--- src/rtl/mux_deco_ff.sv ---
// Sticky capture of the RTC engine "done" indications with a port_id decoder
// that reads flags back to the PicoBlaze or clears them; output is registered.
module mux_deco_ff (
    input  logic       clk,
    input  logic       rst,
    input  logic       listo,
    input  logic       listo_lee,
    input  logic       listo_escribe,
    input  logic [7:0] seleccion,
    output logic [7:0] salida_picoblaze
);

    logic       r_flag_l, r_flag_r, r_flag_w;
    logic       r_prev_l, r_prev_r, r_prev_w;
    logic [7:0] r_out_q;

    logic       w_rise_l, w_rise_r, w_rise_w;
    logic       w_clr_l, w_clr_r, w_clr_w;
    logic [7:0] w_data;

    // prev starts at 0 after reset, so an input already high reports a rise.
    assign w_rise_l = listo         & ~r_prev_l;
    assign w_rise_r = listo_lee     & ~r_prev_r;
    assign w_rise_w = listo_escribe & ~r_prev_w;

    always_comb begin
        // NOTE: every output of this block gets a default first so no path leaves it unassigned (no latch).
        w_data  = 8'h00;
        w_clr_l = 1'b0;
        w_clr_r = 1'b0;
        w_clr_w = 1'b0;
        case (seleccion)
            8'h01: w_data = {7'b0, r_flag_l};
            8'h02: w_data = {7'b0, r_flag_r};
            8'h03: w_data = {7'b0, r_flag_w};
            8'h04: w_data = {5'b0, r_flag_w, r_flag_r, r_flag_l};
            8'h05: w_clr_l = 1'b1;
            8'h06: w_clr_r = 1'b1;
            8'h07: w_clr_w = 1'b1;
            8'h08: begin
                w_clr_l = 1'b1;
                w_clr_r = 1'b1;
                w_clr_w = 1'b1;
            end
            default: ;
        endcase
    end

    // NOTE: non-blocking assignments so every register samples pre-edge values (data uses old flags).
    always_ff @(posedge clk) begin
        if (rst) begin
            r_prev_l <= 1'b0;
            r_prev_r <= 1'b0;
            r_prev_w <= 1'b0;
            r_flag_l <= 1'b0;
            r_flag_r <= 1'b0;
            r_flag_w <= 1'b0;
            r_out_q  <= 8'h00;
        end else begin
            r_prev_l <= listo;
            r_prev_r <= listo_lee;
            r_prev_w <= listo_escribe;
            r_out_q  <= w_data;

            // A new rise wins over a clear decoded on the same edge.
            if (w_rise_l)     r_flag_l <= 1'b1;
            else if (w_clr_l) r_flag_l <= 1'b0;

            if (w_rise_r)     r_flag_r <= 1'b1;
            else if (w_clr_r) r_flag_r <= 1'b0;

            if (w_rise_w)     r_flag_w <= 1'b1;
            else if (w_clr_w) r_flag_w <= 1'b0;
        end
    end

    assign salida_picoblaze = r_out_q;

endmodule

--- config.mk ---
export PLATFORM = sky130hd
export DESIGN_NAME = mux_deco_ff
export DESIGN_NICKNAME = d
export VERILOG_FILES = /design/src/rtl/mux_deco_ff.sv
export SDC_FILE = /design/constraint.sdc
export NUM_CORES = 1
export LEC_CHECK = 0
export CAP_MARGIN = 40
export CORE_AREA = 2 2 39 41
export CTS_BUF_LIST = sky130_fd_sc_hd__clkbuf_8 sky130_fd_sc_hd__clkbuf_16
export DETAILED_ROUTE_END_ITERATION = 7
export DIE_AREA = 0 0 41 43
export GPL_TIMING_DRIVEN = 0
export PLACE_DENSITY = 0.76
export SLEW_MARGIN = 20
export SYNTH_ARGS = -nofsm -noshare
export SYNTH_HDL_FRONTEND = slang
export SYNTH_SLANG_ARGS = --single-unit
--- constraint.sdc ---
create_clock -name clk -period 2.2 [get_ports clk]
set_input_delay 0.44 -clock clk [delete_from_list [all_inputs] [get_ports clk]]
set_output_delay 0.44 -clock clk [all_outputs]
set_load 0.05 [all_outputs]
-- Yosys cells after proc, flatten, opt, wreduce, memory -nomap -nowiden
Cells that the tools add are included.
- add/sub/neg operators: 0
- multiply operators: 0
- div/mod/pow operators: 0
- magnitude comparators: 0
- equal/unequal tests: 8
- shift operators: 0
- mux-type cells: 10
- bitwise operators: 6
- reductions and logical operators: 6
- operators by type and width (cell ; number):
    8-bit by 3-bit == test with 1-bit output, second input constant ; 4
    8-bit by 2-bit == test with 1-bit output, second input constant ; 2
    3-bit case mux with 4 select lines ; 1
    1-bit two-way mux ; 9
    8-bit by 1-bit == test with 1-bit output, second input constant ; 1
    8-bit by 4-bit == test with 1-bit output, second input constant ; 1
    2-bit nonzero test ; 3
    2-bit OR reduction ; 3
    1-bit bitwise AND ; 3
    1-bit inverter ; 3
- bits in registers: 14
- latch bits: 0
- memory bits (writable): 0
- ROM bits: 0
- bits of input ports: 13
- word-level logic and storage cells: 37
- memories: 0

-- Depth between registers and ports, before layout
- depth after elaboration: 5
- gate-level depth with buffers: 4
- depth with buffers taken out: 3

-- Worst setup path after synthesis
No wires, ideal clock.
- path kind: input -> register
- start point: input seleccion[5]
- end point: register r_flag_r
- arrival time: 1467 ps
- data required time: 2075 ps
- slack: 608 ps
- stages: 4
- buffers on the path: 1
- path through: or4_1 -> buf_2 -> o41ai_1 -> o2bb2ai_1
- cells in the longest elaborated chain, start to end: 4
- RTL lines (element ; RTL line ; text):
    start, declared ; 9 ; input logic [7:0] seleccion,
    8-bit by 4-bit == test with 1-bit output / 8-bit by 3-bit == test with 1-bit output (equally long branches) ; 32 ; case (seleccion)
    2-bit OR reduction (no source line) (*) ; - ;
    1-bit two-way mux (*) ; 32 ;
    2-bit nonzero test (no source line) (*) ; - ;
    end signal, assigned ; 56 ; r_flag_r <= 1'b0;
    end signal, assigned ; 69 ; if (w_rise_r) r_flag_r <= 1'b1;
    end signal, assigned ; 70 ; else if (w_clr_r) r_flag_r <= 1'b0;
    end, declared ; 13 ; logic r_flag_l, r_flag_r, r_flag_w;
Every way passes the cells marked *; elsewhere a longest branch is shown, timed or not.
A chain may end at the register's enable or synchronous reset.

-- Worst setup path after layout
- start point: input seleccion[0]
- end point: register r_flag_w
- cells in the longest elaborated chain, start to end: 4
- RTL lines (element ; RTL line ; text):
    8-bit by 4-bit == test with 1-bit output / 8-bit by 3-bit == test with 1-bit output (equally long branches) ; 32 ;
    2-bit OR reduction (no source line) (*) ; - ;
    1-bit two-way mux (*) ; 32 ;
    2-bit nonzero test (no source line) (*) ; - ;
    end signal, assigned ; 57 ; r_flag_w <= 1'b0;
    end signal, assigned ; 72 ; if (w_rise_w) r_flag_w <= 1'b1;
    end signal, assigned ; 73 ; else if (w_clr_w) r_flag_w <= 1'b0;
    end, declared ; 13 ;
Marks and branches as above.

==> reports/qor.csv <==
stage;metric;value;unit
status;status;complete, no violations;
floorplanning;core.rowCount;14;
clock_tree;clock_path_buffers;2;
sta;fin_setup_tns;0;ps
floorplanning;die_h;43;um
setup_path;rr_worst_depth;3;
sta;fin_skew;1.35;ps
sta;grt_setup_unrepaired;no;
setup_path;cp_max_fo;6;
clock_tree;cts.sinks;9;
global_routing;grt-ovfl-total;0;
floorplanning;die_w;41;um
route;drc;0;
setup_path;critPathMaxStageDelay;670;ps
placed_design;place_ws;69.4;ps
global_routing;use_met1;10.7;%
synth;synth_seq_area_share;43.4;%
global_routing;busiest_layer;met2;
floorplanning;dieArea;1760;um2
clock_tree;cts-hold-fix-buffers;0;
worst_hold_path;hold_end;r_flag_l;
cells_and_area;area_delta_synth_final;55.4;%
setup_path;worstSetupPathType;input port to flip-flop;
global_routing;grtUsageMet3;7.85;%
sta;layout_setup_ws;342;ps
placed_design;dp_hpwl;586;um
clock_tree;cts_tree;built;
cells_and_area;drive_gt1_share;16.7;%
route;drtAntennaViolNets;0;
clock_tree;cts-root-buf;clkbuf_8;
setup_path;cp-start-kind;input port;
floorplanning;start_util;30.0;%
global_routing;grt_pass1_vias;308;
setup_path;endpoint_kind;flip-flop;
route;wl_per_cell;8.91;um
power_and_ir_drop;leakage;0.264;nW
clock_tree;clock_latency;230;ps
setup_path;cp.required;2310;ps
global_routing;gr-usage-met2;15.9;%
setup_path;ff2ff_setup_slack;1020;ps
setup_path;worstPathCellList;clkdlybuf4s50_1 -> or4b_2 -> o21bai_1 -> o2bb2ai_1;
clock_tree;cts_buffers;3;
run;maxCapViolCount;0;
global_routing;grt_max_degree;7;
synth;ys_warn_count;0;
clock_tree;clkTransAtPathRegs;40;ps
worst_hold_path;min_path_type;flip-flop to flip-flop;
setup_path;crit_buf_inv;1;
cells_and_area;n_antenna_cell;0;
synth;syn_area;415;um2
setup_path;crit_arrival;1970;ps
worst_hold_path;worstHoldStart;r_prev_l;
setup_path;crit_family;simple AND/OR/NAND/NOR gates;
clock_tree;post_cts_buffers;0;
sta;hold_violations;0;
synth;synth.distinct_cells;19;
route;drtIter0Drc;0;
power_and_ir_drop;power;0.437;mW
global_routing;antenna_found_initial;0;
clock_tree;ctsResizeCount;0;
placed_design;place_congestion;0.731;
setup_path;worstReg2RegEnd;salida_picoblaze[0];
setup_path;r2r_start;r_flag_w;
cells_and_area;nets;80;
power_and_ir_drop;power.density;677;nW/um2
floorplanning;core_area;1380;um2
route;vias;359;
power_and_ir_drop;peakVddDrop;387;uV
route;drt_pass1_iterations;1;
clock_tree;htree_levels;1;
sta;fmax;538;MHz
worst_hold_path;min_path_cells;2;
setup_path;cp_slowest_cell;or4b_2;
sta;setup-violations-final;0;
route;via_per_inst;4.38;
sta;finalCriticalPeriod;1860;ps
synth;netlist_instances;43;
synth;ys_ff_latch;9;
global_routing;grt_pass1_wl;1.23;mm
placed_design;numPortBuffers;15;
sta;fin_crit_sh;84.5;%
route;drt-total-wl;731;um
synth;avgSynthCellArea;9.66;um2
sta;drv_slew;0;
floorplanning;ios;21;
global_routing;grt_use_total;11.2;%
-- routing by layer --
metal	part of all wire [%]	wire length, um	up-vias
met5	0	0	-
met4	3.4	25	0
met3	10	73	5
met2	49	360	15
met1	37	272	151
li1	-	-	188
-- state kept, by name (all words and copies together), names as in the netlist --
| signal | cells |
|---|---|
| r_flag_l | 1 |
| r_flag_r | 1 |
| r_flag_w | 1 |
| r_prev_l | 1 |
| r_prev_r | 1 |
| r_prev_w | 1 |
| salida_picoblaze | 3 |
-- report_power, final --
group / internal (mW) / switching (mW)
logic: 0.0366 / 0.0366
clock network: 0.121 / 0.0657
registers: 0.172 / 0.00415
-- worst register-to-register path: stages (launching register included) --
cell and delay [ps]:
dfxtp_1 350, mux2i_1 80, or3_1 310, a2111oi_1 330
-- cell usage after synthesis, drive strengths merged --
cell / count / area [um2]
inv: 5 / 18.8
or4: 1 / 7.51
xor2: 1 / 8.76
nand3: 1 / 5.00
o21bai: 1 / 7.51
or3: 1 / 6.26
mux2i: 1 / 10.0
dfxtp: 9 / 180
buf: 6 / 42.5
nor2b: 3 / 18.8
nor3: 1 / 5.00
conb: 1 / 3.75
o2bb2ai: 3 / 26.3
nand2b: 1 / 6.26
o41ai: 3 / 26.3
and2: 2 / 12.5
a2111oi: 1 / 10.0
or4b: 2 / 20.0
-- per-stage QoR --
step,hold slack [ps],util [%],instance area (um2),std cells
after floorplan,436,-,430,47
after global routing,489,46.7,646,82
after detailed placement,446,43.4,601,78
after CTS,456,46.7,646,82
final,452,46.7,646,82
after global placement,438,43.4,601,78
-- cells in the final DEF, fill, tap and decap left out, types with 2 or more instances in the layout --
| cell | Yosys | routed |
|---|---|---|
| o41ai_1 | 3 | 3 |
| and2_1 | 2 | 2 |
| conb_1 | 1 | 5 |
| nor2b_1 | 3 | 3 |
| clkdlybuf4s50_1 | 0 | 15 |
| inv_1 | 5 | 6 |
| o2bb2ai_1 | 3 | 3 |
| or4b_2 | 2 | 2 |
| clkbuf_8 | 0 | 3 |
| buf_4 | 5 | 5 |
| dfxtp_1 | 9 | 9 |
-- worst max path at each step --
stage / start / to / slack (ps) / cells after the start
after floorplan: seleccion[5] / r_flag_r / 610 / 4
after detailed placement: seleccion[0] / r_flag_w / 70 / 4
after global placement: seleccion[0] / r_flag_l / 110 / 4
after global routing: seleccion[0] / r_flag_l / 210 / 4
after CTS: seleccion[0] / r_flag_w / 320 / 4
final: seleccion[0] / r_flag_w / 340 / 4
-- cell type report --
cell class	instances	area (um2)
inverters	5	18.8
clock inverters	1	3.75
flip-flops and latches	9	180
fillers	138	738
plain buffers	6	42.5
multi-input cells	27	189
well taps	16	20.0
repair buffers	15	150
clock buffers	3	41.3
-- logic make-up after synthesis --
group | Yosys count | synth area share, %
other | 1 | 0.903
buffers and inverters | 11 | 14.8
muxes | 1 | 2.41
AOI/OAI and AO/OA | 8 | 16.9
and+or+nand+nor | 12 | 19.6
xor gates and xnor gates | 1 | 2.11
DFF | 9 | 43.4
(Power assumes the default switching activity.)
